--- src/rtl/load_align_unit_if.sv ---
// Handshake bundle for load_align_unit: request, memory read and response.
// master: the requester/memory side; slave: the alignment unit.
interface load_align_unit_if #(
    parameter int XLEN   = 32,
    parameter int ADDR_W = 32
);
    logic              req_valid;
    logic              req_ready;
    logic [ADDR_W-1:0] req_addr;
    logic [2:0]        req_funct3;
    logic              mem_req;
    logic [ADDR_W-1:0] mem_addr;
    logic              mem_rvalid;
    logic [XLEN-1:0]   mem_rdata;
    logic              resp_valid;
    logic [XLEN-1:0]   resp_data;
    logic              resp_err;

    modport master (
        output req_valid, req_addr, req_funct3, mem_rvalid, mem_rdata,
        input  req_ready, mem_req, mem_addr, resp_valid, resp_data, resp_err
    );

    modport slave (
        input  req_valid, req_addr, req_funct3, mem_rvalid, mem_rdata,
        output req_ready, mem_req, mem_addr, resp_valid, resp_data, resp_err
    );
endinterface

--- src/rtl/load_align_unit.sv ---
// Load alignment/extension unit: issues one or two aligned word reads,
// merges beats across a word boundary and sign/zero-extends the result.
// Ports: clk, reset (async, active-high), bus (load_align_unit_if.slave):
//   req_valid/req_ready/req_addr/req_funct3 - load request
//   mem_req/mem_addr/mem_rvalid/mem_rdata   - aligned data-memory reads
//   resp_valid/resp_data/resp_err           - one-cycle extended result
// Option: define LOAD_MISALIGNED_SPLIT_EN to split word-crossing loads into
// two beats; without it a crossing load returns an error response.
module load_align_unit #(
    parameter int XLEN   = 32,
    parameter int ADDR_W = 32
) (
    input  logic             clk,
    input  logic             reset,
    load_align_unit_if.slave bus
);
    localparam int NB    = XLEN / 8;
    localparam int OFF_W = $clog2(NB);

    typedef enum logic [1:0] {IDLE, RD0, RD1, RESP} state_t;

    state_t           state;
    logic [OFF_W-1:0] off_q;
    logic [1:0]       sz_q;
    logic             uns_q;
`ifdef LOAD_MISALIGNED_SPLIT_EN
    logic             cross_q;
    logic [XLEN-1:0]  lo_q;
`endif

    logic [OFF_W-1:0] req_off;
    logic [4:0]       req_end;
    logic             req_cross;
    logic             req_legal;
    logic             req_bad;

    assign req_off   = bus.req_addr[OFF_W-1:0];
    assign req_end   = 5'(req_off) + (5'd1 << bus.req_funct3[1:0]);
    assign req_cross = req_end > 5'(NB);

    always_comb begin
        unique case (bus.req_funct3)
            3'b000, 3'b001, 3'b010,
            3'b100, 3'b101: req_legal = 1'b1;
            3'b011, 3'b110: req_legal = (XLEN == 64);
            default:        req_legal = 1'b0;
        endcase
    end

`ifdef LOAD_MISALIGNED_SPLIT_EN
    assign req_bad = !req_legal;
`else
    assign req_bad = !req_legal || req_cross;
`endif

    logic [XLEN-1:0] beat_lo;
    logic [XLEN-1:0] beat_hi;
    logic [XLEN-1:0] shifted;
    logic [XLEN-1:0] keep_mask;
    logic [XLEN-1:0] top_bit;
    logic [XLEN-1:0] merged;
    logic [6:0]      nbits;
    logic            sign;

    // The result is built straight from the arriving beat so it can be
    // registered on the same edge that captures mem_rdata.
`ifdef LOAD_MISALIGNED_SPLIT_EN
    assign beat_lo = (state == RD1) ? lo_q : bus.mem_rdata;
    assign beat_hi = (state == RD1) ? bus.mem_rdata : '0;
`else
    assign beat_lo = bus.mem_rdata;
    assign beat_hi = '0;
`endif

    assign shifted   = XLEN'({beat_hi, beat_lo} >> {off_q, 3'b000});
    assign nbits     = 7'd8 << sz_q;
    // Shifting by XLEN yields 0, so full-width loads get an all-ones mask.
    assign keep_mask = ~({XLEN{1'b1}} << nbits);
    assign top_bit   = keep_mask & ~(keep_mask >> 1);
    assign sign      = (|(shifted & top_bit)) & ~uns_q;
    assign merged    = (shifted & keep_mask) | ({XLEN{sign}} & ~keep_mask);

    always_ff @(posedge clk or posedge reset) begin
        if (reset) begin
            state          <= IDLE;
            off_q          <= '0;
            sz_q           <= '0;
            uns_q          <= 1'b0;
`ifdef LOAD_MISALIGNED_SPLIT_EN
            cross_q        <= 1'b0;
            lo_q           <= '0;
`endif
            bus.req_ready  <= 1'b0;
            bus.mem_req    <= 1'b0;
            bus.mem_addr   <= '0;
            bus.resp_valid <= 1'b0;
            bus.resp_data  <= '0;
            bus.resp_err   <= 1'b0;
        end else begin
            unique case (state)
                IDLE: begin
                    bus.req_ready <= 1'b1;
                    if (bus.req_ready && bus.req_valid) begin
                        bus.req_ready <= 1'b0;
                        off_q         <= req_off;
                        sz_q          <= bus.req_funct3[1:0];
                        uns_q         <= bus.req_funct3[2];
`ifdef LOAD_MISALIGNED_SPLIT_EN
                        cross_q       <= req_cross;
`endif
                        if (req_bad) begin
                            state          <= RESP;
                            bus.resp_valid <= 1'b1;
                            bus.resp_err   <= 1'b1;
                            bus.resp_data  <= '0;
                        end else begin
                            state        <= RD0;
                            bus.mem_req  <= 1'b1;
                            bus.mem_addr <= {bus.req_addr[ADDR_W-1:OFF_W],
                                             {OFF_W{1'b0}}};
                        end
                    end
                end
                RD0: begin
                    // rvalid is not looked at during the strobe cycle.
                    if (bus.mem_req) begin
                        bus.mem_req <= 1'b0;
                    end else if (bus.mem_rvalid) begin
`ifdef LOAD_MISALIGNED_SPLIT_EN
                        lo_q <= bus.mem_rdata;
                        if (cross_q) begin
                            state        <= RD1;
                            bus.mem_req  <= 1'b1;
                            bus.mem_addr <= bus.mem_addr + ADDR_W'(NB);
                        end else begin
                            state          <= RESP;
                            bus.resp_valid <= 1'b1;
                            bus.resp_err   <= 1'b0;
                            bus.resp_data  <= merged;
                        end
`else
                        state          <= RESP;
                        bus.resp_valid <= 1'b1;
                        bus.resp_err   <= 1'b0;
                        bus.resp_data  <= merged;
`endif
                    end
                end
`ifdef LOAD_MISALIGNED_SPLIT_EN
                RD1: begin
                    if (bus.mem_req) begin
                        bus.mem_req <= 1'b0;
                    end else if (bus.mem_rvalid) begin
                        state          <= RESP;
                        bus.resp_valid <= 1'b1;
                        bus.resp_err   <= 1'b0;
                        bus.resp_data  <= merged;
                    end
                end
`endif
                RESP: begin
                    state          <= IDLE;
                    bus.req_ready  <= 1'b1;
                    bus.resp_valid <= 1'b0;
                    bus.resp_err   <= 1'b0;
                    bus.resp_data  <= '0;
                end
                default: begin
                    state <= IDLE;
                end
            endcase
        end
    end
endmodule

--- src/flat_wrapper.sv ---
// flat-port wrapper written by rule: the top's interface ports become plain ports
module load_align_unit_flat 
#(
    parameter int XLEN   = 32,
    parameter int ADDR_W = 32
)
  (clk, reset, bus_req_valid, bus_req_addr, bus_req_funct3, bus_mem_rvalid, bus_mem_rdata, bus_req_ready, bus_mem_req, bus_mem_addr, bus_resp_valid, bus_resp_data, bus_resp_err);
  load_align_unit_if #(.XLEN(XLEN), .ADDR_W(ADDR_W)) bus_i ();
  input  logic clk;
  input  logic reset;
  input wire logic [$bits(bus_i.req_valid)-1:0] bus_req_valid;
  input wire logic [$bits(bus_i.req_addr)-1:0] bus_req_addr;
  input wire logic [$bits(bus_i.req_funct3)-1:0] bus_req_funct3;
  input wire logic [$bits(bus_i.mem_rvalid)-1:0] bus_mem_rvalid;
  input wire logic [$bits(bus_i.mem_rdata)-1:0] bus_mem_rdata;
  output wire logic [$bits(bus_i.req_ready)-1:0] bus_req_ready;
  output wire logic [$bits(bus_i.mem_req)-1:0] bus_mem_req;
  output wire logic [$bits(bus_i.mem_addr)-1:0] bus_mem_addr;
  output wire logic [$bits(bus_i.resp_valid)-1:0] bus_resp_valid;
  output wire logic [$bits(bus_i.resp_data)-1:0] bus_resp_data;
  output wire logic [$bits(bus_i.resp_err)-1:0] bus_resp_err;
  assign bus_i.req_valid = bus_req_valid;
  assign bus_i.req_addr = bus_req_addr;
  assign bus_i.req_funct3 = bus_req_funct3;
  assign bus_i.mem_rvalid = bus_mem_rvalid;
  assign bus_i.mem_rdata = bus_mem_rdata;
  assign bus_req_ready = bus_i.req_ready;
  assign bus_mem_req = bus_i.mem_req;
  assign bus_mem_addr = bus_i.mem_addr;
  assign bus_resp_valid = bus_i.resp_valid;
  assign bus_resp_data = bus_i.resp_data;
  assign bus_resp_err = bus_i.resp_err;
  load_align_unit #(.XLEN(XLEN), .ADDR_W(ADDR_W)) u_core (.clk(clk), .reset(reset), .bus(bus_i));
endmodule
--- config.mk ---
export PLATFORM = sky130hd
export DESIGN_NAME = load_align_unit_flat
export DESIGN_NICKNAME = d
export VERILOG_FILES = /design/src/rtl/load_align_unit_if.sv /design/src/rtl/load_align_unit.sv /design/src/flat_wrapper.sv
export SDC_FILE = /design/constraint.sdc
export NUM_CORES = 1
export LEC_CHECK = 0
export CORE_AREA = 4 4 101 103
export DETAILED_ROUTE_END_ITERATION = 10
export DIE_AREA = 0 0 105 107
export GPL_TIMING_DRIVEN = 0
export PLACE_DENSITY = 0.73
export SYNTH_ARGS = -nofsm -noshare
export SYNTH_HDL_FRONTEND = slang
export SYNTH_SLANG_ARGS = --single-unit
--- constraint.sdc ---
create_clock -name clk -period 2.1 [get_ports clk]
set_input_delay 0.315 -clock clk [delete_from_list [all_inputs] [get_ports clk]]
set_output_delay 0.315 -clock clk [all_outputs]
set_load 0.05 [all_outputs]
# Yosys cells after proc, flatten, opt, wreduce, memory -nomap -nowiden
# Cells that the tools add are included.
word_totals:
  out_inout_bits: 68
  register_bits: 73
  wordCells: 77
  in_bits: 71
op_classes:
  shifts: 4
  addsub: 1
  n_eq_ne: 11
  mux: 24
  bitwise_logic: 11
  n_lt_le_gt_ge: 1
  reduce_logical: 15
op_table:
  columns: ["cell", "n"]
  rows:
  - ["32-bit AND", 4]
  - ["32-bit two-way mux", 4]
  - ["32-bit case mux with 3 select lines", 1]
  - ["32-bit NOT", 2]
  - ["31-bit NOT with 32-bit output", 1]
  - ["32-bit bitwise OR", 1]
  - ["32-bit OR reduction", 1]
  - ["32-bit by 7-bit << shifter with 32-bit output (first input constant)", 1]
  - ["32-bit by 5-bit right shift with 32-bit output", 1]
  - ["1-bit two-way mux", 10]
  - ["3-bit AND reduction", 3]
  - ["2-bit two-way mux", 4]
  - ["4-bit by 2-bit << shifter with 7-bit output (first input constant)", 1]
  - ["3-bit == test (second input constant)", 2]
  - ["2-bit inequality test (second input constant)", 3]
  - ["1-bit case mux with 3 select lines", 2]
  - ["2-bit by 5-bit adder with 5-bit output", 1]
  - ["5-bit by 3-bit > comparator with 1-bit output (second input constant)", 1]
  - ["5-bit AND reduction", 1]
  - ["5-bit OR reduction", 1]
  - ["1-bit by 2-bit << shifter with 5-bit output (first input constant)", 1]
  - ["2-bit by 1-bit inequality test with 1-bit output (second input constant)", 2]
  - ["1-bit case mux with 2 select lines", 2]
  - ["2-bit case mux with 2 select lines", 1]
  - ["other kinds (14)", 16]

# Depth between registers and ports, before layout
depth:
  word_depth: 13
  mapped_depth: 10

# Least setup slack after synthesis
# No wires, ideal clock.
synth_timing:
  path_kind: "input to register"
  startpoint: "input port bus_req_funct3[0]"
  endpoint: "register u_core.bus.mem_addr[10]"
  arrival_time_ns: 2.103
  slack_ns: -0.128
  stages: 9
  cell_sequence: "nor2_1 ha_1 inv_1 fa_1 nand2b_1 a211oi_1 o21a_1 buf_4 mux2_2"
synth_between:
  elab_chain_len: 7
synth_lines:
  columns: ["element", "line_no", "source"]
  rows:
  - ["start, declared", "flat_wrapper.sv:13", "input wire logic [$bits(bus_i.req_funct3)-1:0] bus_req_funct3;"]
  - ["parallel branches: the longest is 4 deep, another holds 2-bit by 5-bit adder with 5-bit output", null, null]
  - ["1-bit logical OR *", "load_align_unit.sv:53", "assign req_bad = !req_legal || req_cross;"]
  - ["1-bit NOT (no line) *", null, null]
  - ["3-bit AND reduction (no line) *", null, null]
  - ["end signal, assigned", "load_align_unit.sv:119", "bus.mem_addr <= {bus.req_addr[ADDR_W-1:OFF_W],"]
  - ["end, declared", "load_align_unit_if.sv:26", "output req_ready, mem_req, mem_addr, resp_valid, resp_data, resp_err"]
# Mark *: on every way between the ends.
# A chain may end at the register's enable or synchronous reset.

# Worst setup path after layout
layout_timing:
  startpoint: "input port bus_req_funct3[1]"
  endpoint: "register u_core.bus.mem_addr[9]"
# Same word-level chain as after synthesis.

==> impl_metrics.env <==
export IMPL_outcome="complete, no violations"
export IMPL_critPathKind="in2reg"
export IMPL_min_from="bus_req_funct3[0]"
export IMPL_start_util_pct=39.9
export IMPL_drive_above_1_share_pct=22.4
export IMPL_clock_sinks=73
export IMPL_ys_types=41
export IMPL_leakage_nw=2.38
export IMPL_grt_usage_pct=19.6
export IMPL_grt_first_pass_wirelength_um=17400
export IMPL_drt_pass1_iterations=4
export IMPL_cpPeakStageDelay_ns=0.54
export IMPL_gp_congestion=0.824
export IMPL_vias=3227
export IMPL_synth_area_leader_cell="dfrtp_1"
export IMPL_num_rows=35
export IMPL_min_delay_path_depth=2
export IMPL_synth_top_area_share_pct=49.8
export IMPL_synth_most_common_cell="dfrtp_1"
export IMPL_cts_clk_slew_worst_paths_ns=0.08
export IMPL_syn_cell_area_sq_mm=0.00367
export IMPL_synthTopCellsByArea="dfrtp_1, mux2_2, nand2_1"
export IMPL_nets=571
export IMPL_io_pins=139
export IMPL_regArea_sq_mm=0.00183
export IMPL_r2r_cells=8
export IMPL_hold_viol=0
export IMPL_multi_input_area_sq_mm=0.00183
export IMPL_cts_tree="built"
export IMPL_core_area_sq_mm=0.00920
export IMPL_grt_pass1_vias=3430
export IMPL_ys_seq_area_share_pct=49.8
export IMPL_period_needed_ns=2.07
export IMPL_first_iter_violations=113
export IMPL_design_area_sq_mm=0.00564
export IMPL_synth_seq_cells=73
export IMPL_skew_ns=0.0125
export IMPL_n_fill_cell=781
export IMPL_area_growth_pct=53.5
export IMPL_fp_dieW_um=105
export IMPL_relSlewSlack_pct=49.9
export IMPL_drv_slew=0
export IMPL_cp_required_ns=2.34
export IMPL_p_per_area_mw_per_mm2=1650
export IMPL_crit_fanout=7
export IMPL_fmax_mhz=482
export IMPL_hold_class="in2reg"
export IMPL_root_buffer="clkbuf_8"
export IMPL_reg2reg_slack_ns=0.11
export IMPL_cts_htree_levels=3
export IMPL_setup_viol=0
export IMPL_crit_arrival_ns=2.32
export IMPL_avgRoutedWirePerCell_um=18.2
export IMPL_syn_avg_cell_area_sq_um=10.8
export IMPL_clock_latency_ns=0.35
export IMPL_die_y_um=107
export IMPL_placed_area_sq_mm=0.00522
export IMPL_antenna_cells=0
export IMPL_crit_chain="buf_8 > nor2_4 > ha_4 > inv_2 > fa_1 > nand2b_4 > a211oi_4 > o21a_4 > buf_6 > mux2_2"
export IMPL_max_vdd_ir_drop_v=0.000773
export IMPL_worstMarginPinSlew_ns=0.749
export IMPL_dp_cells=588
export IMPL_cts_hold_buf=0
export IMPL_grt_max_degree=42
export IMPL_reg2reg_to="u_core.bus.resp_data[24]$_DFFE_PP0P_"
export IMPL_ys_warn_count=0
export IMPL_worst_setup_path_end_kind="flip-flop"
export IMPL_power_w=0.00930
export IMPL_r2r_start="u_core.state[1]$_DFFE_PP0P_"
export IMPL_fin_util_pct=61.3
export IMPL_slowest_stage="fa_1"
export IMPL_hold_path_endpoint="u_core.sz_q[0]$_DFFE_PP0P_"
export IMPL_grt_overflow=0
export IMPL_dp_hpwl_um=8100
export IMPL_viasPerCell=5.29
export IMPL_post_route_drc_count=0
export IMPL_final_antenna_net_count=0
export IMPL_async_reset_ff_share_pct=100
export IMPL_fin_cells=610
export IMPL_cap_viol_max_count=0
export IMPL_fp_dieArea_sq_mm=0.0112
export IMPL_fin_crit_sh_pct=98.8
export IMPL_numCtsBuffers=9
export IMPL_synth_edf_count=0
export IMPL_setup_tns_final_ns=0
export IMPL_portBuffers=136
export IMPL_wirelength_um=11100
export IMPL_cts_path_max_buffers=2
export IMPL_antenna_found_initial=0
export IMPL_synthTopCellsByCount="dfrtp_1, nand2_1, mux2_2"
export IMPL_syn_instance_count=339
export IMPL_worstSetupStartpointType="input pin"
export IMPL_synthFlopType="dfrtp_1"
[critical path, delay by kind of cell]
kind | cells | cell delay (ns)
simple gates | 2 | 0.21
fa+ha+maj | 2 | 0.67
mux | 1 | 0.32
compound gates | 2 | 0.51
buf+inv | 3 | 0.29
[through the flow]
step                setup WS, ns  hold WS [ns]
floorplan                -0.0941         0.450
global placement          -0.854         0.465
detailed placement        -0.886         0.471
CTS                      -0.0572         0.222
global route             -0.0397         0.259
finish                    0.0250         0.245
[worst max path at each step]
stage                       from  cells after the start  slack (ns)                              endpoint
6_report       bus_req_funct3[1]                     10        0.03    u_core.bus.mem_addr[9]$_DFFE_PP0P_
5_1_grt        bus_req_funct3[1]                     10       -0.04   u_core.bus.mem_addr[30]$_DFFE_PP0P_
4_1_cts        bus_req_funct3[1]                     10       -0.06   u_core.bus.mem_addr[14]$_DFFE_PP0P_
3_5_place_dp   bus_req_funct3[0]                     10       -0.89   u_core.bus.mem_addr[10]$_DFFE_PP0P_
3_3_place_gp   bus_req_funct3[0]                     11       -0.85  u_core.bus.resp_data[16]$_DFFE_PP0P_
2_1_floorplan  bus_req_funct3[0]                      9       -0.09   u_core.bus.mem_addr[10]$_DFFE_PP0P_
[state kept, by name, indices dropped and copies added, names as in the netlist]
| signal | count |
|---|---|
| u_core.off_q | 2 |
| u_core.bus.req_ready | 1 |
| u_core.state | 2 |
| u_core.bus.resp_data | 32 |
| u_core.bus.mem_addr | 30 |
| u_core.sz_q | 2 |
| u_core.uns_q | 1 |
| u_core.bus.resp_err | 1 |
| u_core.bus.mem_req | 1 |
| u_core.bus.resp_valid | 1 |
[cell usage in the layout, fill, tap and decap left out, types with 2 or more instances in the layout]
cell	n
clkdlybuf4s50_1	132
dfrtp_1	73
nand2_1	56
o21ai_0	29
mux2_2	21
mux2_4	19
mux2i_1	16
nor2_1	11
buf_6	9
buf_4	9
clkbuf_8	9
a211oi_1	8
o21ai_2	8
a21boi_0	8
o31ai_1	8
clkbuf_1	7
o211ai_1	7
inv_1	6
clkinvlp_4	4
ha_1	4
buf_2	3
a21oi_1	3
nor2_2	2
nand3_4	2
a21oi_2	2
nand2b_1	2
nor2b_1	2
buf_12	2
and2_1	2
clkbuf_4	2
o31ai_2	2
o21ai_1	2
inv_2	2
conb_1	2
clkinv_4	2
[kinds of logic after synthesis]
group / share of synthesized area, %
muxes: 17.2
DFF: 49.8
buffers and inverters: 5.01
AOI/OAI and AO/OA: 16.6
adders and majority gates: 2.25
and+or+nand+nor: 9.03
other: 0.102
[where the power goes]
group          switching [W]  leakage, nW  total (W)  internal [W]
clock               0.000574       0.0785    0.00100      0.000431
combinational        0.00369         1.38    0.00598       0.00228
sequential          0.000345        0.921    0.00232       0.00197
[per-layer routing]
layer  vias up  global-route usage (%)  wire [um]
li1       1494                       -          -
met1      1617                    24.4       4570
met2        93                    33.7       5680
met3        23                    3.01        539
met4         0                    8.81        301
met5         -                       0          0
[repair_timing]
item	CTS	global route
buffers inserted	2	1
setup endpoints to repair	66	65
resized for setup	56	24
gates cloned	3	0
pin swaps	5	6
[area by class of cell]
cell class                 count  area share [%]
inverter                       9           0.666
timing repair buffer         143            25.6
tap                          111            2.46
sequential                    73            32.4
multi-input combinational    233            32.5
clock inverter                 6           0.799
buffer                        25            3.24
clock buffer                  10            2.26
Note: power is estimated with default switching activity, not from simulation.
